[config.mk]
export PLATFORM = sky130hd
export DESIGN_NAME = ram_ring_ctrl_flat
export DESIGN_NICKNAME = d
export VERILOG_FILES = /design/src/rtl/ram_ring_ctrl_if.sv /design/src/rtl/ram_ring_ctrl.sv /design/src/flat_wrapper.sv
export SDC_FILE = /design/constraint.sdc
export NUM_CORES = 1
export LEC_CHECK = 0
export ABC_AREA = 1
export CAP_MARGIN = 20
export CORE_UTILIZATION = 35
export CTS_CLUSTER_SIZE = 16
export DETAILED_ROUTE_END_ITERATION = 6
export GPL_ROUTABILITY_DRIVEN = 0
export PLACE_DENSITY = 0.54
export SKIP_LAST_GASP = 1
export SYNTH_ARGS = -nofsm -noshare
export SYNTH_HDL_FRONTEND = slang
export SYNTH_SLANG_ARGS = --single-unit
export TNS_END_PERCENT = 20
[constraint.sdc]
create_clock -name clk -period 5.65 [get_ports clk]
set_input_delay 0.565 -clock clk [delete_from_list [all_inputs] [get_ports clk]]
set_output_delay 0.565 -clock clk [all_outputs]
set_load 0.02 [all_outputs]
[src/rtl/ram_ring_ctrl_if.sv]
// Handshake and RAM-address bundle between the ring-buffer controller and its
// UART/RAM neighbours. The master drives the events; the slave is the controller.
interface ram_ring_ctrl_if #(
    parameter int AW = 13
) ();
    logic          auto_mode;
    logic          rx_done;
    logic          key_flag;
    logic          key_state;
    logic          tx_done;
    logic [AW-1:0] addra;
    logic          wea;
    logic [AW-1:0] addrb;
    logic          send_en;
    logic [AW:0]   count;
    logic          overflow;
    logic          led;

    modport master (
        output auto_mode, rx_done, key_flag, key_state, tx_done,
        input  addra, wea, addrb, send_en, count, overflow, led
    );

    modport slave (
        input  auto_mode, rx_done, key_flag, key_state, tx_done,
        output addra, wea, addrb, send_en, count, overflow, led
    );
endinterface

[src/rtl/ram_ring_ctrl.sv]
// Ring-buffer controller sharing a dual-port byte RAM between UART receive
// (write side) and UART transmit (read side, send_en/tx_done handshake).
module ram_ring_ctrl #(
    parameter int AW     = 13,
    parameter int RD_LAT = 2
) (
    input  logic           clk,
    input  logic           reset_n,
    ram_ring_ctrl_if.slave bus
);
    typedef enum logic [1:0] {IDLE, FETCH, SEND, WAIT_TX} state_t;

    localparam logic [AW:0] FULL     = {1'b1, {AW{1'b0}}};
    localparam logic [2:0]  LAT_INIT = 3'(RD_LAT - 1);

    state_t        state_q;
    logic [AW-1:0] wr_ptr_q, rd_ptr_q, addra_q, addrb_q;
    logic [AW-1:0] addra_d;
    logic [AW:0]   count_q, count_d, occ;
    logic          wea_q, overflow_q, send_en_q, drain_q;
    logic [2:0]    lat_q;
    logic          full, accept, rd_done, press;

    // Occupancy includes the byte being written this cycle, so a pending
    // write both blocks an over-fill and lets the reader start one cycle early.
    assign occ     = count_q + {{AW{1'b0}}, wea_q};
    assign full    = (occ == FULL);
    assign accept  = bus.rx_done && !full;
    assign rd_done = (state_q == WAIT_TX) && bus.tx_done;
    assign press   = bus.key_flag && !bus.key_state;

    always_comb begin
        count_d = count_q;
        case ({wea_q, rd_done})
            2'b10:   count_d = count_q + {{AW{1'b0}}, 1'b1};
            2'b01:   count_d = count_q - {{AW{1'b0}}, 1'b1};
            default: count_d = count_q;
        endcase
    end

    // While a write is in progress wr_ptr_q still points at it.
    assign addra_d = wr_ptr_q + AW'(wea_q);

    always_ff @(posedge clk) begin
        if (reset_n) begin
            wea_q      <= 1'b0;
            addra_q    <= '0;
            wr_ptr_q   <= '0;
            count_q    <= '0;
            overflow_q <= 1'b0;
        end else begin
            wea_q   <= accept;
            count_q <= count_d;
            if (accept)
                addra_q <= addra_d;
            if (wea_q)
                wr_ptr_q <= wr_ptr_q + AW'(1);
            if (bus.rx_done && full)
                overflow_q <= 1'b1;
        end
    end

    always_ff @(posedge clk) begin
        if (reset_n) begin
            state_q   <= IDLE;
            lat_q     <= '0;
            send_en_q <= 1'b0;
            drain_q   <= 1'b0;
            rd_ptr_q  <= '0;
            addrb_q   <= '0;
        end else begin
            send_en_q <= 1'b0;
            addrb_q   <= rd_ptr_q;
            case (state_q)
                IDLE: begin
                    if (press && !bus.auto_mode)
                        drain_q <= 1'b1;
                    else if (occ == '0)
                        drain_q <= 1'b0;
                    if (occ != '0 && (bus.auto_mode || drain_q)) begin
                        state_q <= FETCH;
                        lat_q   <= LAT_INIT;
                    end
                end
                FETCH: begin
                    if (lat_q == '0) begin
                        state_q   <= SEND;
                        send_en_q <= 1'b1;
                    end else begin
                        lat_q <= lat_q - 3'd1;
                    end
                end
                SEND: state_q <= WAIT_TX;
                WAIT_TX: begin
                    // The byte is released only once the transmitter is done.
                    if (bus.tx_done) begin
                        rd_ptr_q <= rd_ptr_q + AW'(1);
                        state_q  <= IDLE;
                    end
                end
                default: state_q <= IDLE;
            endcase
        end
    end

    assign bus.addra    = addra_q;
    assign bus.wea      = wea_q;
    assign bus.addrb    = addrb_q;
    assign bus.send_en  = send_en_q;
    assign bus.count    = count_q;
    assign bus.overflow = overflow_q;
    assign bus.led      = drain_q || (state_q != IDLE);
endmodule

[src/flat_wrapper.sv]
// flat-port wrapper written by rule: the top's interface ports become plain ports
module ram_ring_ctrl_flat 
#(
    parameter int AW     = 13,
    parameter int RD_LAT = 2
)
  (clk, reset_n, bus_auto_mode, bus_rx_done, bus_key_flag, bus_key_state, bus_tx_done, bus_addra, bus_wea, bus_addrb, bus_send_en, bus_count, bus_overflow, bus_led);
  ram_ring_ctrl_if #(.AW(AW)) bus_i ();
  input  logic clk;
  input  logic reset_n;
  input wire logic [$bits(bus_i.auto_mode)-1:0] bus_auto_mode;
  input wire logic [$bits(bus_i.rx_done)-1:0] bus_rx_done;
  input wire logic [$bits(bus_i.key_flag)-1:0] bus_key_flag;
  input wire logic [$bits(bus_i.key_state)-1:0] bus_key_state;
  input wire logic [$bits(bus_i.tx_done)-1:0] bus_tx_done;
  output wire logic [$bits(bus_i.addra)-1:0] bus_addra;
  output wire logic [$bits(bus_i.wea)-1:0] bus_wea;
  output wire logic [$bits(bus_i.addrb)-1:0] bus_addrb;
  output wire logic [$bits(bus_i.send_en)-1:0] bus_send_en;
  output wire logic [$bits(bus_i.count)-1:0] bus_count;
  output wire logic [$bits(bus_i.overflow)-1:0] bus_overflow;
  output wire logic [$bits(bus_i.led)-1:0] bus_led;
  assign bus_i.auto_mode = bus_auto_mode;
  assign bus_i.rx_done = bus_rx_done;
  assign bus_i.key_flag = bus_key_flag;
  assign bus_i.key_state = bus_key_state;
  assign bus_i.tx_done = bus_tx_done;
  assign bus_addra = bus_i.addra;
  assign bus_wea = bus_i.wea;
  assign bus_addrb = bus_i.addrb;
  assign bus_send_en = bus_i.send_en;
  assign bus_count = bus_i.count;
  assign bus_overflow = bus_i.overflow;
  assign bus_led = bus_i.led;
  ram_ring_ctrl #(.AW(AW), .RD_LAT(RD_LAT)) u_core (.clk(clk), .reset_n(reset_n), .bus(bus_i));
endmodule
## Word-level counts from Yosys, hierarchy flattened

Index checks and enable logic that the tools add are counted.

- RAM bits: 0
- Bits of input ports: 7
- Latch bits: 0
- Memories kept: 0
- Register bits after elaboration: 75
- Memory bits (read-only): 0
- Word-level logic and storage cells: 64

- Eq/ne operators: 10
- Mux-type cells: 11
- $lt $le $gt $ge: 0
- Bitwise operators: 1
- Divide/modulo/power cells: 0
- Shifts and indexed selects: 0
- Multipliers: 0
- $add $sub $neg: 7
- Reduce and logical (&&, ||, !) cells: 24

Operator list:

| cell | number |
|---|---|
| 14-bit case mux with 2 select lines | 1 |
| 13-bit by 1-bit adder with 13-bit output, second input constant | 2 |
| 14-bit by 1-bit adder with 14-bit output | 1 |
| 14-bit by 1-bit adder with 14-bit output, second input constant | 1 |
| 14-bit equality test, second input constant | 1 |
| 14-bit zero test | 1 |
| 14-bit nonzero test | 1 |
| 14-bit by 1-bit subtractor with 14-bit output, second input constant | 1 |
| 13-bit by 1-bit adder with 13-bit output | 1 |
| 2-bit case mux with 4 select lines | 1 |
| 2-bit nonzero test | 4 |
| 2-bit equality test, second input constant | 3 |
| 1-bit logical AND | 6 |
| 2-bit 2-to-1 mux | 3 |
| 3-bit 2-to-1 mux | 2 |
| 3-bit case mux with 2 select lines | 1 |
| 3-bit AND reduction | 2 |
| 2-bit by 1-bit equality test with 1-bit output, second input constant | 2 |
| 2-bit by 1-bit != test with 1-bit output, second input constant | 2 |
| 2-bit != test, second input constant | 2 |
| 2-bit AND reduction | 2 |
| 1-bit zero test | 3 |
| 3-bit zero test | 1 |
| 1-bit 2-to-1 mux | 3 |
| other kinds (5) | 6 |

## Longest topological paths before layout

- Depth in word-level cells: 5
- Gate-level depth with buffers: 18

## Worst setup path before layout

No wires, ideal clock.

- Path type: input to register
- From: input bus_tx_done
- To: register u_core.count_q[8] (netlist: u_core.bus.count[8])
- Stages: 14
- Data arrival time: 2.248 ns
- Library setup time: 0.128 ns
- Slack: 3.274 ns
- Data required time: 5.522 ns
- Cells stage by stage: nand2_1 > inv_1 > ha_1 > buf_6 > inv_2 > nand2_1 > nand2_1 > inv_1 > ha_1 > a21oi_1 > o21bai_1 > a21oi_1 > xor2_1 > a21oi_1

- Cells in the longest elaborated chain, start to end: 3
- Elaborated cells between the ends (all ways): 5
- Classes of those cells: eq/ne: 2; mux: 1; reduce/logical: 2

Ends and longest elaborated chain:

| item | RTL line | source |
|---|---|---|
| start, declared | flat_wrapper.sv:15 | `input wire logic [$bits(bus_i.tx_done)-1:0] bus_tx_done;` |
| 1-bit logical AND (*) | ram_ring_ctrl.sv:29 | `assign rd_done = (state_q == WAIT_TX) && bus.tx_done;` |
| 2-bit by 1-bit equality test with 1-bit output / 2-bit equality test (equally long branches) | ram_ring_ctrl.sv:34 | `case ({wea_q, rd_done})` |
| 14-bit case mux with 2 select lines / 2-bit nonzero test (equally long branches) | - |  |
| end signal, assigned | ram_ring_ctrl.sv:53 | `count_q <= count_d;` |
| end, declared | ram_ring_ctrl.sv:19 | `logic [AW:0] count_q, count_d, occ;` |

Mark *: on every way between the ends. The rest lies on a longest branch, timed or not.
A chain may end at the register's enable or synchronous reset.

## Final worst setup path

Same ends and word-level chain as after synthesis.

==> out/metrics.cfg <==
[run_status]
outcome=finished clean

[global_route]
grt_util_all_layers=0.1709
antenna_found_initial=0
grt_max_degree=37
grt_pass1_vias=3727
grt_overflow=0
grt_pass1_wl_um=17310

[place]
dp_cells=805
dp_hpwl_um=7363
placed_area_um2=4843
portBuffers=50

[floorplanning]
pin_count=51
dieHeight_um=112.5
die_w_um=112.5
die_area_um2=12650
rows=39
initial_core_util=0.3662
core-area_um2=11660

[job]
cap_violations=0

[synthesis]
avgSynthCellArea_um2=6.768
synth.distinct_cells=45
netlist_area_um2=4270
synthTopCellsByArea=dfxtp_1 (35%), nand2_1 (12%), nor2_1 (7.6%), inv_1 (7.2%), a21oi_1 (6.2%)
synth_edf_count=0
synth_area_leader_cell=dfxtp_1
async_flop_share=0
synth_top_area_frac=0.3516
yosysSeqAreaShare=0.3516
synth_warnings=0
synth_flop_cell=dfxtp_1
synth.net_count=653
syn_inst=631
ys_seq_elements=75

[worst_hold_path]
hp-class=flop to flop
min-delay-start=u_core.rd_ptr_q[12]
whs_path_depth=2
hold_end=u_core.bus.addrb[12]

[drt]
wl_per_cell_um=12.43
route.detailed.drc=0
drtPass1Iterations=4
ant_nets=0
routed_wl_um=10190
drt_iter0_drc=221
via_per_inst=4.833
vias=3963

[clock_tree]
cts_buffers=9
path_clk_slew_ns=0.06
ctsResizeCount=0
cts_tree=yes
worstSkewPairLatency_ns=0.34
cts_setup_buffers=0
clk_path_buf_depth=2
cts_max_level=3
holdBufCountCts=0
cts_root_buf=clkbuf_16
clock_sinks=75

[layout]
diodes=0
fin_nets=695
finalInstanceArea_um2=5114
mostFrequentLayoutCells=nand2_1 (136), nor2_1 (86), inv_1 (82)
layoutNonFillerInstCount=820
drive_gt1_frac=0.06647
final_common_cell=nand2_1
area_growth_pct=19.75
n_fill_cell=1206

[sta]
fin_skew_ns=0.01153
drv_slew=0
tns_ns=0
rsz0062_at_grt=false
min_period_ns=3.232
period_share=0.5721
max_freq_ghz=0.3094
fin_hold_ws_ns=0.4593
hold_viol_final=0
timing.final.setup_violations=0
max_slew_margin=0.3445
tightest_slew_ns=0.9802

[setup_path]
end_kind=flop
critPathKind=input port to flop
cp_max_fo=20
critPathRequiredTime_ns=5.86
rrSetupSlack_ns=2.62
arrival_ns=3.44
rr_startpoint=u_core.state_q[0]
rr_worst_depth=13
setup.worst_path.start_class=input port
r2r_end=u_core.bus.count[8]

[power_and_ir_drop]
vdd_drop_max_mv=0.1601
p_per_area_nw_per_um2=311.8
leakage_nw=2.177

-- cells in the mapped netlist (2+ instances only) --
cell type  count
a21oi_1       53
a31oi_1        3
and2_1         2
buf_1          2
buf_2          4
buf_4          4
buf_6          3
clkbuf_1       8
dfxtp_1       75
ha_1          15
inv_1         82
inv_2          3
nand2_1      136
nand3_1       35
nand3_2        9
nand4_1        5
nor2_1        86
nor2_2         6
nor3_1        15
nor3_2         2
nor3b_1        2
o21ai_0       35
o21ai_1        2
o21bai_1       3
or2_2          2
xnor2_1        3
xor2_1        18
-- metal layers --
metal | share of wire | GRT usage | vias to the layer above
met2 | 0.44 | 0.2704 | 80
met5 | 0 | 0 | -
met1 | 0.49 | 0.2291 | 1767
li1 | - | - | 2099
met4 | 0.020 | 0.07467 | 0
met3 | 0.041 | 0.02862 | 17
-- power breakdown --
part	switching [mW]	total [mW]	internal, mW
clock	0.230	0.537	0.307
combinational	0.267	0.439	0.171
sequential	0.0479	0.619	0.571
-- cells by family after synthesis --
kind of cell	Yosys count	share of synthesized area
adder cells (fa/ha/maj)	15	0.04395
AND/OR/NAND/NOR	307	0.3203
XOR/XNOR	22	0.04688
AO/OA/AOI/OAI	106	0.1342
flip-flops	75	0.3516
buffers and inverters	106	0.1031
-- state kept, by name, summed over array words and instances, names as in the netlist --
signal	count
u_core.wr_ptr_q	13
u_core.bus.wea	1
u_core.bus.addrb	13
u_core.drain_q	1
u_core.lat_q	3
u_core.bus.send_en	1
u_core.rd_ptr_q	13
u_core.bus.overflow	1
u_core.state_q	2
u_core.bus.count	14
u_core.bus.addra	13
-- critical path: stages --
cell,delay [ns]
clkdlybuf4s50_1,0.50
nand2_1,0.18
inv_1,0.15
ha_1,0.70
nand2_1,0.11
nand2_1,0.12
inv_1,0.05
ha_1,0.18
a21oi_1,0.26
o21bai_1,0.20
a21oi_1,0.19
xor2_1,0.16
a21oi_1,0.07
-- how the worst max path moves through the flow --
stage                           start                   to  slack [ns]  cells after the start
final                     bus_tx_done  u_core.bus.count[8]        2.42                     13
after global routing      bus_tx_done  u_core.bus.count[8]        2.12                     13
after CTS                 bus_tx_done  u_core.bus.count[8]        2.44                     13
after detailed placement  bus_tx_done  u_core.bus.count[8]        2.08                     13
after global placement    bus_tx_done  u_core.bus.count[8]        2.17                     13
after floorplan           bus_tx_done  u_core.bus.count[8]        3.27                     14
-- layout make-up --
class	count	area, um2	share of cell area
clock inverter	4	27.53	0.005383
inverter	85	319.1	0.06239
tap	143	178.9	0.03499
multi-input combinational	450	2328	0.4553
clock buffer	11	242.7	0.04747
timing repair buffer	52	515.5	0.1008
sequential	75	1501	0.2936
-- per-stage QoR --
step                      power, mW  setup slack, ns  utilization
after floorplan              0.9449            3.274            -
after global placement        1.062            2.171       0.4153
after detailed placement      1.068            2.081       0.4153
after CTS                     1.609            2.440       0.4385
after global routing          1.697            2.118       0.4385
final                         1.594            2.418       0.4385
No activity file was read; power rests on OpenSTA's default activity.
==> RTL edit (same flow settings) <==
Take the reset off `addrb_q` and load it in a clocked block of its own.
--- a/src/rtl/ram_ring_ctrl.sv
+++ b/src/rtl/ram_ring_ctrl.sv
@@ -67,10 +67,8 @@
             send_en_q <= 1'b0;
             drain_q   <= 1'b0;
             rd_ptr_q  <= '0;
-            addrb_q   <= '0;
         end else begin
             send_en_q <= 1'b0;
-            addrb_q   <= rd_ptr_q;
             case (state_q)
                 IDLE: begin
                     if (press && !bus.auto_mode)
@@ -103,6 +101,10 @@
         end
     end
 
+    always_ff @(posedge clk) begin
+        addrb_q <= rd_ptr_q;
+    end
+
     assign bus.addra    = addra_q;
     assign bus.wea      = wea_q;
     assign bus.addrb    = addrb_q;
Function: differs if reset_n is asserted again (counterexample within 10 cycles, from zero or initial values and one cycle with reset_n high); with reset_n held inactive, the same outputs for 10 cycles.
==> RTL edit against the unedited design <==
The run now ends with DRC left. Maximum frequency fell by 1.4%. Total power rose by 3.8%. Routed wire length fell by 3.2%. Sequential share of layout area barely moved. Final area rose by 0.15%. Synthesized area fell by 1.3%. Worst setup slack got worse by 45 ps. Sequential cell count did not move. Critical endpoint is now u_core.bus.count[12]$_SDFFE_PP0P_.
==> RTL edit: results (changes against the unedited design) <==
global-route track usage on met1=0.2159 (-0.01319); met2 routed wirelength=4.401 mm (-2.8%); largest stage delay on the critical path=800 ps (+100 ps); sequential cell area fraction in the yosys report=0.3564 (+0.004804); clk_skew=6.277 ps (-5.256 ps); length of routed met3 wiring=429 um (+1.9%); post-synth cell types=40 (-11%); met3 capacity usage during global routing=0.03212 (+0.003500); final wirelength=9.870 mm (-3.2%); average footprint of a synthesized cell=6.828 sq um (+0.89%); nets=685 (-1.4%); vias per inst=4.786 (-0.96%); DP Cell Count=795 (-1.2%); detailed-router iteration count before antenna repair=7 (+3); peak supply drop=0.1747 mV (+9.2%); failing checks=DRC; fraction of layout instances using a drive strength above 1=0.07346 (+0.006994); met2 demand-to-capacity share in global routing=0.2700 (-0.0004141); Post-DP HPWL=7.328 mm (-0.47%); total global routing track utilization=0.1680 (-0.002918); area post-placement=4806 sq um (-0.78%); number of design rule violations left after detail routing=4 (+4); met1 wire length=4.844 mm (-3.9%); commonest cells in the synthesized netlist=sky130_fd_sc_hd__nand2_1 (124), sky130_fd_sc_hd__inv_1 (84), sky130_fd_sc_hd__nor2_1 (83), sky130_fd_sc_hd__dfxtp_1 (75), sky130_fd_sc_hd__a21oi_1 (44); reported leakage power=2.194 nW (+0.77%); vias post-DR=3877 (-2.2%); Max Fanout on Critical Path=22 (+10%); worst slew margin relative to its limit=0.3775 (+0.03299); result of the run=finished, violations left
## RTL edit: worst min-delay path by stage
stage | start | cells past startpoint | slack, ps | endpoint
2_1_floorplan | u_core.rd_ptr_q[12]$_SDFFE_PP0N_ | 0 | 350 | u_core.bus.addrb[12]$_DFF_P_
3_3_place_gp | u_core.rd_ptr_q[12]$_SDFFE_PP0N_ | 0 | 360 | u_core.bus.addrb[12]$_DFF_P_
3_5_place_dp | u_core.rd_ptr_q[5]$_SDFFE_PP0N_ | 0 | 360 | u_core.bus.addrb[5]$_DFF_P_
4_1_cts | u_core.rd_ptr_q[5]$_SDFFE_PP0N_ | 0 | 370 | u_core.bus.addrb[5]$_DFF_P_
5_1_grt | u_core.rd_ptr_q[5]$_SDFFE_PP0N_ | 0 | 370 | u_core.bus.addrb[5]$_DFF_P_
6_report | u_core.rd_ptr_q[5]$_SDFFE_PP0N_ | 0 | 370 | u_core.bus.addrb[5]$_DFF_P_
## RTL edit: final cells by class
class	count	area, sq um
flip-flops and latches	75	1501
fillers	1187	6444
inverters	87	326.6
well taps	143	178.9
multi-input cells	439	2291
clock inverters	6	90.09
clock buffers	9	225.2
repair buffers	51	508.0
## RTL edit: where the power goes
group,internal (mW),switching (mW)
logic,0.160,0.259
registers,0.568,0.0478
clock network,0.386,0.235
total,1.11,0.541
## RTL edit: kinds of logic after synthesis
family,Yosys count,share of synthesized area
xor gates and xnor gates,25,0.05376
buffers and inverters,103,0.09979
AOI/OAI and AO/OA,101,0.1325
and+or+nand+nor,298,0.3130
adders and majority gates,15,0.04455
DFF,75,0.3564
## RTL edit: per-stage QoR
step / setup slack, ps / utilization
final: 2372 / 0.4428
after detailed placement: 2045 / 0.4156
after floorplan: 3312 / -
after CTS: 2390 / 0.4428
after global placement: 2101 / 0.4156
after global routing: 2012 / 0.4428
